File: config.mk
export PLATFORM = sky130hd
export DESIGN_NAME = tdm_demux_1to4
export DESIGN_NICKNAME = d
export VERILOG_FILES = /design/src/rtl/tdm_demux_1to4.sv
export SDC_FILE = /design/constraint.sdc
export NUM_CORES = 1
export LEC_CHECK = 0
export BUFFER_PORTS_ARGS = -buffer_cell sky130_fd_sc_hd__buf_2
export CORE_MARGIN = 1.5
export CORE_UTILIZATION = 51
export DETAILED_ROUTE_END_ITERATION = 10
export PLACE_DENSITY = 0.84
export SETUP_SLACK_MARGIN = 0.4
export SLEW_MARGIN = 10
export SYNTH_ARGS = -nofsm -noshare
export SYNTH_HDL_FRONTEND = slang
export SYNTH_SLANG_ARGS = --single-unit
File: constraint.sdc
create_clock -name clk -period 1.7 [get_ports clk]
set_input_delay 0.34 -clock clk [delete_from_list [all_inputs] [get_ports clk]]
set_output_delay 0.34 -clock clk [all_outputs]
set_load 0.02 [all_outputs]
File: src/rtl/tdm_demux_1to4.sv
`default_nettype none
// ============================================================================
// tdm_demux_1to4 : receive-side TDM demultiplexer, frame_sync aligned lanes
// Revision       : 1.0
// ============================================================================
module tdm_demux_1to4 #(
  parameter int WIDTH = 1,
  parameter int LANES = 4,
  parameter int SELW  = 2
) (
  input  logic                   clk,
  input  logic                   rst_n,
  input  logic [WIDTH-1:0]       din_i,
  input  logic                   din_valid_i,
  input  logic                   frame_sync_i,
  input  logic                   resync_i,
  output logic [LANES*WIDTH-1:0] lane_data_o,
  output logic [LANES-1:0]       lane_valid_o,
  output logic                   frame_done_o,
  output logic                   locked_o,
  output logic                   sync_err_o,
  output logic [7:0]             err_cnt_o,
  output logic [SELW-1:0]        slot_o
);

  typedef enum logic [0:0] {
    HUNT   = 1'b0,
    LOCKED = 1'b1
  } state_e;

  localparam logic [SELW-1:0] c_LAST_SLOT = SELW'(LANES - 1);

  state_e                 state_q;
  logic [SELW-1:0]        slot_q;
  logic [LANES*WIDTH-1:0] lane_data_q;
  logic [LANES-1:0]       lane_valid_q;
  logic                   frame_done_q;
  logic                   sync_err_q;
  logic [7:0]             err_cnt_q;
  logic                   clean_q;

  logic                   w_sync_beat;
  logic                   w_realign;
  logic                   w_data_beat;
  logic [SELW-1:0]        w_slot_next;

  assign w_sync_beat = din_valid_i & frame_sync_i;
  assign w_realign   = (state_q == LOCKED) && (slot_q != '0);
  assign w_data_beat = din_valid_i & ~frame_sync_i & (state_q == LOCKED);
  // Explicit wrap keeps slot inside 0..LANES-1 for non power-of-two LANES
  assign w_slot_next = (slot_q == c_LAST_SLOT) ? '0 : slot_q + SELW'(1);

  always_ff @(posedge clk or negedge rst_n) begin
    if (!rst_n) begin
      state_q      <= HUNT;
      slot_q       <= '0;
      lane_data_q  <= '0;
      lane_valid_q <= '0;
      frame_done_q <= 1'b0;
      sync_err_q   <= 1'b0;
      err_cnt_q    <= '0;
      clean_q      <= 1'b0;
    end else begin
      lane_valid_q <= '0;
      frame_done_q <= 1'b0;
      sync_err_q   <= 1'b0;
      if (resync_i) begin
        state_q <= HUNT;
        slot_q  <= '0;
      end else if (w_sync_beat) begin
        lane_data_q[WIDTH-1:0] <= din_i;
        lane_valid_q[0]        <= 1'b1;
        slot_q                 <= SELW'(1);
        state_q                <= LOCKED;
        // A realigned frame is tainted and will not report frame_done
        if (w_realign) begin
          sync_err_q <= 1'b1;
          clean_q    <= 1'b0;
          if (err_cnt_q != 8'hFF) begin
            err_cnt_q <= err_cnt_q + 8'd1;
          end
        end else begin
          clean_q <= 1'b1;
        end
      end else if (w_data_beat) begin
        for (int k = 0; k < LANES; k++) begin
          if (slot_q == SELW'(k)) begin
            lane_data_q[k*WIDTH +: WIDTH] <= din_i;
            lane_valid_q[k]               <= 1'b1;
          end
        end
        slot_q <= w_slot_next;
        if (slot_q == c_LAST_SLOT) begin
          frame_done_q <= clean_q;
        end
      end
    end
  end

  assign lane_data_o  = lane_data_q;
  assign lane_valid_o = lane_valid_q;
  assign frame_done_o = frame_done_q;
  assign locked_o     = (state_q == LOCKED);
  assign sync_err_o   = sync_err_q;
  assign err_cnt_o    = err_cnt_q;
  assign slot_o       = slot_q;

endmodule
`default_nettype wire

[Word-level counts from Yosys, hierarchy flattened]
Index checks and enable logic that the tools add are counted.
Operators by class
  add/subtract/negate cells: 2
  multiply operators: 0
  div/mod/pow operators: 0
  magnitude comparators: 0
  equality and inequality tests: 4
  shift-type cells: 0
  mux-type cells: 25
  bitwise gates (word level): 6
  reductions and logical operators: 13
Operator list (number)
  two-way mux 1 bit: 18
  AND reduction 4 bit: 4
  adder 8 x 1 -> 8 bit (second input constant): 1
  two-way mux 2 bit: 4
  two-way mux 4 bit: 2
  != test 8 bit (second input constant): 1
  nonzero test 2 bit: 4
  == test 2 bit (second input constant): 2
  bitwise AND 1 bit: 3
  two-way mux 3 bit: 1
  NOT 1 bit: 3
  AND reduction 3 bit: 1
  nonzero test 3 bit: 1
  adder 2 x 1 -> 2 bit (second input constant): 1
  == test 2 x 1 -> 1 bit (second input constant): 1
  zero test 2 bit: 1
  AND reduction 2 bit: 1
  logical AND 1 bit: 1
Word-level totals
  register bits: 22
  latch bits: 0
  RAM bits: 0
  memory bits (read-only): 0
  output and inout bits: 21
  memories kept: 0

[Logic depth before layout (Yosys ltp)]
Gate-level depths: netlist of run 1.
  word-level depth: 6
  gate-level depth with buffers: 5
  gate-level depth less buffers: 5

[Least setup slack after synthesis of run 1]
Ideal clock, no wire load.
  path type: register to register
  from: register err_cnt_q[0] (netlist: err_cnt_o[0])
  to: register err_cnt_q[1] (netlist: err_cnt_o[1])
  library setup time: 128 ps
  arrival time: 1519 ps
  data required time: 1572 ps
  path slack: 54 ps
  stages on the path, launching flop included: 5
  clock period less this slack: 1646 ps
  cell sequence: dfrtp_1 ha_1 and3_1 a211oi_2 mux2_1
Between the ends
  cells in the longest elaborated chain, start to end: 2
RTL lines
  start: declaration: line 39  | logic [7:0] err_cnt_q;
  start signal: assignment: line 80  | err_cnt_q <= err_cnt_q + 8'd1;
  parallel branches: the longest is 2 deep, another holds adder 8 x 1 -> 8 bit
Parallel ways; which one is timed is not known.
A chain may end at the register's enable or synchronous reset.

[Worst setup path after layout of run 1]
  from: register slot_q[0] (netlist: slot_o[0])
  to: register err_cnt_q[3] (netlist: err_cnt_o[3])
Between the ends
  cells in the longest elaborated chain, start to end: 3
RTL lines
  start: declaration: line 34  | logic [SELW-1:0] slot_q;
  start signal: assignment: line 92  | slot_q <= w_slot_next;
  nonzero test 2 bit: line 48  | assign w_realign = (state_q == LOCKED) && (slot_q != '0);
  logical AND 1 bit: line 48
  AND reduction 4 bit (no source line)
No other way between the ends.

==> reports/qor.yml, run 1 <==
grt_pass1_wl_um: 3926
drive_gt1_share_pct: 66.20
async_flop_share_pct: 100.0
clk_latency_ps: 320
pin_count: 27
synth_most_common_cell: "dfrtp_1"
antenna_left: 0
place_ws_ps: 175.8
vias: 885
crit_arrival_ps: 1730
outcome: "finished, final reports clean"
leakage_nw: 0.7864
grt_pass1_vias: 834
root_buffer: "clkbuf_4"
drtIter0Drc: 7
yosysTopAreaCellShare_pct: 50.52
synthCells: 87
rows: 16
relSlewSlack_pct: 69.12
synthTopCellsByCount: "dfrtp_1, a21oi_1, ha_1, inv_1, nand2_1"
place.gp.congestion: 0.7842
syn_nets: 98
ys_ff_latch: 22
setup_tns_ps: 0
yosysSeqAreaShare_pct: 50.52
fmax_mhz: 660.0
die-width_um: 49.23
worstPathRequired_ps: 1920
critical_path.max_fanout: 5
path_delay_family: "flip-flops"
synth_edf_count: 0
synth.largest_area_cell: "dfrtp_1"
hold_violations: 0
vias_per_cell: 5.237
start_util_pct: 54.99
fp.dieH_um: 49.23
cts_made_buffers: 3
end_kind: "flip-flop"
die_area_um2: 2423
crit_path_top_delay_cell: "dfrtp_2"
worstSetupPathType: "flip-flop to flip-flop"
port_buffers: 26
synth_area_per_cell_um2: 12.53
fin_crit_ps: 1515
dp_hpwl_um: 1386
setup_ws_ps: 184.7
routedWlPerCell_um: 16.01
cts.sinks: 22
dr.pass1.iters: 4
h-tree-depth: 1
grt_max_degree: 23
setup_violations: 0
fin_crit_sh_pct: 89.13
clock_path_buffers: 2
cts_tree: "done"
diodes: 0
grt_overflow: 0
nets: 154
drt-total-wl_um: 2705
rsz0062_at_grt: "yes"
grt_util_all_layers_pct: 21.29
power.density_nw_per_um2: 626.1
finalMaxSlewViolations: 0
tightest_slew_ps: 463.3
critPathMaxStageDelay_ps: 400
hp-class: "primary input to flip-flop"
drc_errors: 0
clk_pin_slew_ps: 130
worstPathCellList: "inv_2 > ha_4 > nand4b_1 > buf_4 > a211oi_2 > a21oi_2"
critPathBufInv: 2
crit_path_start_kind: "flip-flop"
max_cap_viol_count: 0
antenna_found_initial: 0
synth_cell_types: 30
ys.flop_type: "dfrtp_1"
core_um2: 1982
fin_skew_ps: 15.02
ys_top_cells_by_area: "dfrtp_1, ha_1, mux2_4"
syn2layout_area_growth_pct: 53.04
yosysWarnings: 0
peakVddDrop_mv: 0.8493
syn_area_um2: 1090
[layout make-up]
type	instances	area, µm²
clock buffer	4	26.28
fill	108	314.1
inverter	5	18.77
multi-input combinational	57	611.8
sequential	22	561.8
tap	27	33.78
timing repair buffer	54	415.4
[per-stage QoR]
stage                     std cells  total power, mW  instance area (µm²)  utilization [%]  hold WS, ps
after global placement          137           0.7034                 1275            64.33        324.9
after floorplan                  87           0.6632                 1137                -        44.41
final                           169            1.044                 1668            84.15        255.9
after CTS                       158           0.9918                 1456            73.48        255.7
after detailed placement        137           0.7082                 1275            64.33        321.3
after global routing            169            1.099                 1668            84.15        255.8
[metal layers]
metal	wire length (µm)	vias up	share of wire [%]	global-route usage (%)
met1	1150	440	43	27.27
met3	102	4	3.8	4.294
met2	1414	23	52	35.36
met4	38	0	1.4	8.095
li1	-	418	-	-
met5	0	-	0	0
[sequential cells by signal, indices dropped and copies added, names as in the netlist]
| name | count |
|---|---|
| locked_o | 1 |
| lane_valid_o | 4 |
| slot_o | 2 |
| sync_err_o | 1 |
| frame_done_o | 1 |
| err_cnt_o | 8 |
| clean_q | 1 |
| lane_data_o | 4 |
[cells by family (layout without fill, tap and decap cells)]
| family | after synthesis | count (layout) | share of synthesized area (%) |
|---|---|---|---|
| buffers and inverters | 8 | 63 | 3.789 |
| multiplexers | 8 | 8 | 9.070 |
| AND/OR/NAND/NOR | 27 | 27 | 19.63 |
| adder cells (fa/ha/maj) | 5 | 5 | 5.741 |
| XOR/XNOR | 3 | 3 | 2.411 |
| AO/OA/AOI/OAI | 14 | 14 | 8.840 |
| flip-flops | 22 | 22 | 50.52 |
[worst paths after layout]
kind                       slack (ps)                        to  cells after the start                   from
max                               180  err_cnt_o[3]$_DFFE_PN0P_                      6  slot_o[0]$_DFFE_PN0P_
min                               260      locked_o$_DFFE_PN0P_                      2               resync_i
max reg2reg                       180  err_cnt_o[3]$_DFFE_PN0P_                      6  slot_o[0]$_DFFE_PN0P_
min reg2reg                       520       clean_q$_DFFE_PN0P_                      2    clean_q$_DFFE_PN0P_
max in group asynchronous         860     slot_o[0]$_DFFE_PN0P_                      2                  rst_n
min in group asynchronous         490  err_cnt_o[4]$_DFFE_PN0P_                      2                  rst_n
[power by group]
| group | internal (mW) | switching [mW] | total, mW |
|---|---|---|---|
| clock network | 0.0919 | 0.159 | 0.251 |
| logic | 0.118 | 0.108 | 0.226 |
| registers | 0.547 | 0.0195 | 0.567 |
[cells in the final DEF (no fill, tap or decap), types with 2 or more instances in the layout]
master    netlist  final
buf_4           3     21
buf_2           0     18
buf_6           0     14
dfrtp_1        22     13
dfrtp_2         0      9
a21oi_1         7      6
mux2_4          3      5
nand2_1         5      5
ha_4            0      5
and2_4          3      3
nor2_1          3      3
xor2_1          3      3
inv_1           5      3
clkbuf_4        0      3
inv_2           0      2
nor3b_2         1      2
nand4b_1        2      2
nand3_1         2      2
mux2i_1         2      2
o21ai_0         2      2
[timing repair]
item	CTS	global route
hold buffers	1	0
pin swaps	6	14
hold endpoints to repair	22	0
gates resized for setup	7	30
endpoints found under the setup margin	14	23
setup buffers	16	11
Power figures use the tool's default switching activity.
==> run 2, diff against run 1 <==
--- a/config.mk
+++ b/config.mk
@@ -6,6 +6,7 @@
 export NUM_CORES = 1
 export LEC_CHECK = 0
 export BUFFER_PORTS_ARGS = -buffer_cell sky130_fd_sc_hd__buf_2
+export CORE_ASPECT_RATIO = 1.4
 export CORE_MARGIN = 1.5
 export CORE_UTILIZATION = 51
 export DETAILED_ROUTE_END_ITERATION = 10
==> run 2 against run 1 <==
- hold slack worse by 0.93 ps
- total power fell by 0.99%
- via count is 3.4% higher
- flip-flop and latch count did not move
- largest cell class unchanged
- clock-buffer cell count is the same
- design area is 5.1% lower
- register-to-register slack improved by 40 ps
- worst setup slack better by 38 ps
- die area up 0.17%
- clock power hardly changed
- core utilization down 4.9 points
- critical path depth down 1
==> reports/qor.yml, run 2 (synthesis gave the netlist of run 1 again) <==
layout_common_cells: "buf_4, buf_2, dfrtp_1"
critical_path.max_fanout: 5  # unchanged
end_kind: "flip-flop"
antenna_found_initial: 0  # unchanged
setup_tns_ps: 0  # unchanged
peakVddDrop_mv: 0.6311  # -26%
place.gp.congestion: 0.7445  # -5.1%
clk_pin_slew_ps: 120  # about the same
clkPwrFrac_pct: 24.6  # +0.5 points
antenna_left: 0  # unchanged
dp_cells: 132  # -3.6%
regToRegSetupSlack_ps: 220  # +40 ps
grt_max_degree: 23  # unchanged
port_buffers: 26  # unchanged
start_util_pct: 54.57  # -0.41 points
relSlewSlack_pct: 67.93  # -1.2 points
drt-total-wl_um: 2795  # +3.3%
drtIter0Drc: 24  # +17
layout_commonest_cell: "buf_4"
cts.sinks: 22  # unchanged
cts_tree: "done"
grt_pass1_vias: 876  # +5.0%
largest_register_ffs: 8  # unchanged
fill_cells: 115  # +6.5%
r2r_cells: 5  # -1
fin_cells: 160  # -5.3%
hp-class: "primary input to flip-flop"
nets: 151  # -1.9%
cts_made_buffers: 3  # unchanged
fin_crit_sh_pct: 86.87  # -2.3 points
diodes: 0  # unchanged
fmax_mhz: 677.1  # +2.6%
worstSetupPathType: "flip-flop to flip-flop"
dp_hpwl_um: 1516  # +9.4%
hold_violations: 0  # unchanged
seq_power_share_pct: 54.9  # +0.6 points
fin_crit_ps: 1477  # -38.42 ps
place_ws_ps: 185.4  # +9.636 ps
syn2layout_area_growth_pct: 45.24
r2r_end: "err_cnt_o[5]$_DFFE_PN0P_"
clock_path_buffers: 2  # unchanged
crit_arrival_ps: 1720  # about the same
setup_ws_ps: 223.2  # +38.42 ps
routedWlPerCell_um: 17.47  # +9.1%
dr.pass1.iters: 4  # unchanged
core_um2: 1997  # +0.76%
rows: 19  # +3
finalMaxSlewViolations: 0  # unchanged
vias: 915  # +3.4%
max_cap_viol_count: 0  # unchanged
grt_util_all_layers_pct: 23.09  # +1.8 points
power.density_nw_per_um2: 653.2  # +4.3%
worstPathRequired_ps: 1940  # +20 ps
switching_power_uw: 288.0  # +0.24%
crit_path_start_kind: "flip-flop"
reg2reg_from: "slot_o[0]$_DFFE_PN0P_"
hp-start: "resync_i"
pin_count: 27  # unchanged
die_area_um2: 2427  # +0.17%
drive_gt1_share_pct: 61.15  # -5.0 points
h-tree-depth: 1  # unchanged
die-width_um: 42.07  # -15%
outcome: "finished, final reports clean"
setup_violations: 0  # unchanged
worstSetupStartpoint: "slot_o[0]$_DFFE_PN0P_"
p_int_uw: 745.8  # -1.5%
grt_pass1_wl_um: 4133  # +5.3%
rsz0062_at_grt: "yes"
p_comb_share_pct: 20.5  # -1.1 points
leakage_nw: 0.7644  # -2.8%
fp.dieH_um: 57.70  # +17%
swShare_pct: 27.86  # +0.34 points
clk_latency_ps: 310  # about the same
grt_overflow: 0  # unchanged
vias_per_cell: 5.719  # +9.2%
tightest_slew_ps: 481.1  # +17.82 ps
root_buffer: "clkbuf_4"
drc_errors: 0  # unchanged
crit_end: "err_cnt_o[5]$_DFFE_PN0P_"
fin_skew_ps: 1.092  # -13.93 ps
[run 2: how the worst min path moves through the flow]
stage | cells past startpoint | slack [ps] | to
global placement | 1 | 320 | lane_data_o[1]$_DFFE_PN0P_
detailed placement | 1 | 330 | lane_data_o[1]$_DFFE_PN0P_
floorplan | 0 | 40 | clean_q$_DFFE_PN0P_
CTS | 2 | 260 | locked_o$_DFFE_PN0P_
global route | 2 | 260 | locked_o$_DFFE_PN0P_
finish | 2 | 250 | locked_o$_DFFE_PN0P_
[run 2: cell type report]
type                            instances  area, µm²  area share, %
Tap cell                               21      26.28          1.660
Inverter                                5      18.77          1.186
Multi-Input combinational cell         57      585.6          37.00
Timing Repair Buffer                   51      366.6          23.16
Clock buffer                            4      26.28          1.660
Sequential cell                        22      559.3          35.34
[run 2: repair_timing]
item,CTS,global route
gates resized for setup,9,14
setup buffers,12,11
endpoints found under the hold margin,22,0
cloned,0,0
endpoints found under the setup margin,14,24
pin swaps,4,5
hold buffers,1,0
[run 2: metal layers]
metal,vias up,share of wire (%),global-route usage [%]
met5,-,0,0
met4,0,4.9,14.73
met3,13,5.3,3.738
met2,49,53,37.72
met1,444,37,28.42
li1,409,-,-
[run 2: per-stage QoR]
stage / util (%) / hold slack [ps] / cell area, µm² / power [mW]
4_1_cts: 72.18 / 263.7 / 1441 / 0.9865
6_report: 79.26 / 255.0 / 1583 / 1.034
5_1_grt: 79.26 / 264.7 / 1583 / 1.073
2_1_floorplan: - / 44.41 / 1137 / 0.6632
3_3_place_gp: 63.85 / 320.7 / 1275 / 0.7039
3_5_place_dp: 63.85 / 328.3 / 1275 / 0.7115
[run 2: critical path, cell delays in order, from the launching register on]
cell and delay, ps:
dfrtp_2 390, inv_2 60, ha_4 180, nand4b_1 290, nor3_2 260, mux2i_1 230
[run 2: power groups by stage]
stage	registers [mW]	logic, mW	clock network [mW]
final	0.568	0.212	0.254
after global routing	0.570	0.229	0.275
after CTS	0.566	0.171	0.249
after detailed placement	0.583	0.128	0
after global placement	0.580	0.123	0
after floorplan	0.604	0.0591	0
